--- src/rtl/decoder_2x4.sv ---
// decoder_2x4 -- 2-to-4 line decoder that drives a one-hot select, registered by default.
//   Parameters:
//     ACTIVE_LOW : 1 = the selected Y bit is 0 and the others are 1
//     REG_OUT    : 1 = Y/valid registered (1-cycle latency); 0 = combinational
//   Ports:
//     clk   : clock, rising edge
//     rst   : asynchronous reset, active-high (used only when REG_OUT=1)
//     en    : decode enable; 0 drives Y to the deasserted value and valid to 0
//     A, B  : select, A is the MSB
//     Y     : one-hot decoded select, bit {A,B} asserted
//     valid : Y carries a decoded select
module decoder_2x4 #(
  parameter bit ACTIVE_LOW = 1'b0,
  parameter bit REG_OUT    = 1'b1
) (
  input  logic       clk,
  input  logic       rst,
  input  logic       en,
  input  logic       A,
  input  logic       B,
  output logic [3:0] Y,
  output logic       valid
);

  localparam logic [3:0] IDLE = ACTIVE_LOW ? 4'b1111 : 4'b0000;

  logic [3:0] hot;
  logic       sel_ok;
  logic [3:0] y_next;
  logic       valid_next;

  // An unknown select falls into the default arm, so X/Z on A or B gives
  // the deasserted value instead of passing X on to downstream selects.
  always_comb begin
    hot    = '0;
    sel_ok = 1'b0;
    case ({A, B})
      2'b00:   begin hot = 4'b0001; sel_ok = 1'b1; end
      2'b01:   begin hot = 4'b0010; sel_ok = 1'b1; end
      2'b10:   begin hot = 4'b0100; sel_ok = 1'b1; end
      2'b11:   begin hot = 4'b1000; sel_ok = 1'b1; end
      default: begin hot = '0;      sel_ok = 1'b0; end
    endcase
    if (en == 1'b1 && sel_ok) begin
      valid_next = 1'b1;
      y_next     = ACTIVE_LOW ? ~hot : hot;
    end else begin
      valid_next = 1'b0;
      y_next     = IDLE;
    end
  end

  generate
    if (REG_OUT) begin : g_reg
      always_ff @(posedge clk or posedge rst) begin
        if (rst) begin
          Y     <= IDLE;
          valid <= 1'b0;
        end else begin
          Y     <= y_next;
          valid <= valid_next;
        end
      end
    end else begin : g_comb
      always_comb begin
        Y     = y_next;
        valid = valid_next;
      end
    end
  endgenerate

endmodule

--- config.mk ---
export PLATFORM = sky130hd
export DESIGN_NAME = decoder_2x4
export DESIGN_NICKNAME = d
export VERILOG_FILES = /design/src/rtl/decoder_2x4.sv
export SDC_FILE = /design/constraint.sdc
export NUM_CORES = 1
export LEC_CHECK = 0
export CORE_AREA = 8 8 45 47
export DETAILED_ROUTE_END_ITERATION = 8
export DIE_AREA = 0 0 53 55
export RECOVER_POWER = 25
export SETUP_SLACK_MARGIN = 0.15
export SLEW_MARGIN = 20
export SYNTH_ARGS = -nofsm -noshare
export SYNTH_HDL_FRONTEND = slang
export SYNTH_SLANG_ARGS = --single-unit
--- constraint.sdc ---
create_clock -name clk -period 0.8 [get_ports clk]
set_input_delay 0.16 -clock clk [delete_from_list [all_inputs] [get_ports clk]]
set_output_delay 0.16 -clock clk [all_outputs]
set_load 0.01 [all_outputs]
==> results by stage <==
Yosys:
- Of all flip-flops after synthesis, the portion carrying an async set or reset was 1.00.
- During synthesis, Yosys emitted a total of 0 warnings.
- Counting flops and latches in the post-synthesis netlist gives 5.
- After synthesis, the cell types taking the most area are dfrtp_1 (75%), and3b_1 (11%), nor3b_2 (7.5%).
- Synthesis produced a netlist with a net count of 15.
- The most common cell in the synthesized netlist is dfrtp_1.
- Summed over all instances, the cell type with the most area after synthesis is dfrtp_1.
- The mean cell area of the mapped netlist is 16.6 um^2.
- The most frequently used flop master after synthesis is dfrtp_1.
- After synthesis the cells add up to 166 um^2.
- The synthesized instance count is 10.
- Of the post-synthesis cell area, the dominant cell type holds 0.752.
- The sequential-to-total area share from yosys stat is 0.752.
- Ranked by instance count, the synthesized netlist is headed by dfrtp_1 (5), and3b_1 (2), and3_2 (1), inv_1 (1), nor3b_2 (1).
- Yosys mapped the design onto 5 distinct sky130hd cell types.
- The count of flip-flops with a built-in enable after synthesis is 0.

Power and ir drop:
- In this run the power density over the cells is 2050 nW/um^2.
- The worst vdd rail ir drop is 0.000307 V.
- The cell leakage power is 0.000157 uW.

STA:
- The final-report hold violation count came to 0.
- The headroom to the max-slew limit is 0.885.
- Once routing completed, OpenROAD measured the worst setup slack at -78.9 ps.
- The final count of pins violating max slew is 0.
- Setup repair after global routing could not meet its margin everywhere.
- The highest achievable clock rate is 1140 MHz.
- The worst hold-check slack is 230 ps.
- The final count of negative-setup-slack endpoints is 5.
- The post-layout minimum cycle time is 879 ps.
- The transition time at the pin with the least slew margin is 172 ps.
- Dividing the final minimum period by the clock period gives 1.10.

Finish:
- Compared with the post-synthesis result, the final layout area differs by 75.9%.
- The repair_antennas step left the layout with diodes totalling 0.
- The net count of the finished layout is 29.
- The register cell area after layout is 125 um^2.
- The layout filler cell count is 146.
- The area of combinational cells with multiple inputs is 37.5 um^2.
- The share of final-layout standard cells stronger than drive strength 1 is 0.435.

Drt:
- After detailed routing, the number of remaining DRC violations is 0.
- In the routed layout, each cell is associated on average with a via count of 3.08.
- The number of vias in the routed layout is 120.
- The average wire per cell in the routed design is 9.18 um.
- The number of detailed-routing iterations run before antenna repair is 2.
- In this run the remaining antenna-violating nets after routing total 0.
- The number of design-rule violations left by the first detailed-router iteration is 1.
- After detailed routing, the total wire length is 358 um.

Floorplan:
- The I/O pin count is 10.
- The floorplan step set the die height to 55 um.
- For this configuration, the core starts out at a cell density of 0.120.
- The die width is 53 um.
- The core box area is 1380 um^2.
- The die covers 2920 um^2.
- After floorplanning, the core was divided into 14 placement rows.

Clock tree:
- After clock tree synthesis, the flow added hold-fix buffers numbering 0.
- The number of buffers added by the clock tree synthesis step is 3.
- In this run the number of H-tree levels came out at 1.
- The clock sink total is 5.
- After clock tree synthesis, the clock-pin slew on the worst setup and hold paths is 40 ps.
- The buffer type at the clock tree root is clkbuf_4.
- The longest clock path from root to sink contains 2 buffers.
- TritonCTS built the clock tree.

Worst setup path:
- STA puts the critical path data arrival time at 720 ps.
- The nature of the critical path endpoint is a primary output.
- Of all nets on the critical path, the largest fanout is 1.
- The required time at the endpoint of the critical path is 640 ps.
- The critical path goes through buf_6.
- The start-to-end type of the worst setup path is register to primary output.
- On the critical path, the stage with the largest delay is an instance of dfrtp_1.
- In this design, the stage delay of the slowest critical-path cell is 370 ps.
- The worst path buffer plus inverter count is 1.
- The cell family contributing the most delay on the critical path is flip-flops.
- The critical path launch point type is a register.

Global routing:
- The via count of the first global-routing pass is 141.
- For this run the aggregate overflow at the end of global routing stands at 0.
- The number of antenna violations at the first check in global routing is 0.
- The global-route usage over all layers is 0.0373.
- The pin count of the biggest net entering global routing is 6.
- The first global-routing pass estimated 607 um of wire.

Status:
- The run finished, with violations left.
- The checks that failed: negative setup slack.

Place:
- OpenSTA, run right after detailed placement, puts the worst setup slack at -208 ps.
- The final weighted congestion of routability-driven global placement is 0.601.
- The count of buffers inserted at the top-level ports is 9.

Worst hold path:
- In this run the worst hold path is classified as input pin to register.

Flow run:
- Max-cap violations in this run came to 0.
==> registers in the layout (all words and copies together) (netlist names) <==
| register | count |
|---|---|
| valid | 1 |
| Y | 4 |
==> cell families (layout without fill, tap and decap cells) <==
family	count (synthesis)	after routing	synth area share
AND/OR/NAND/NOR	4	4	0.226
flip-flops	5	5	0.752
buffers and inverters	1	14	0.0225
==> report_power, final <==
part / internal (uW) / total, uW / switching, uW / leakage (uW)
Clock: 188 / 278 / 90.4 / 0.0000150
Combinational: 31.6 / 55.4 / 23.8 / 0.0000764
Sequential: 264 / 268 / 3.50 / 0.0000655
==> per-layer routing <==
layer	wire, um	share of wire	up-vias	global-route usage
met1	121	0.34	51	0.0245
li1	-	-	59	-
met3	104	0.29	0	0.0535
met4	0	0	0	0.0647
met5	0	0	-	0
met2	132	0.37	10	0.0332
==> stage by stage <==
| stage | utilization | setup TNS, ps | std cells | area [um^2] | total power (uW) |
|---|---|---|---|---|---|
| after floorplan | - | 0 | 10 | 166 | 288 |
| after global placement | 0.200 | -1540 | 35 | 277 | 333 |
| after detailed placement | 0.200 | -1690 | 35 | 277 | 336 |
| after CTS | 0.198 | -440 | 39 | 274 | 609 |
| after global routing | 0.212 | -586 | 39 | 293 | 666 |
| final | 0.212 | -375 | 39 | 293 | 601 |
==> cell usage in the layout (no fill, tap or decap) <==
cell type      synthesis  layout
dlygate4sd2_1          0       3
clkbuf_4               0       3
dlygate4sd3_1          0       1
buf_6                  0       3
buf_2                  0       2
clkbuf_1               0       1
and3b_1                2       2
inv_1                  1       1
nor3b_2                1       1
and3_2                 1       1
dfrtp_1                5       5
==> cell type report <==
cell class | count | share of cell area
clock buffer | 4 | 0.0897
inverter | 1 | 0.0128
multi-input combinational | 4 | 0.128
sequential | 5 | 0.427
tap | 16 | 0.0684
timing repair buffer | 9 | 0.274
==> worst paths after layout <==
path / end / cells past startpoint / startpoint / slack, ps
min in group asynchronous: Y[1] / 2 / rst / 260
max: Y[2] / 1 / Y[2] / -80
max in group asynchronous: Y[2] / 2 / rst / 390
min: valid / 1 / en / 230
==> what timing repair did <==
item / in CTS / in global routing
gates cloned: 0 / 0
resized for setup: 23 / 3
buffers inserted: 0 / 0
setup endpoints to repair: 9 / 5
(Power assumes the default switching activity.)
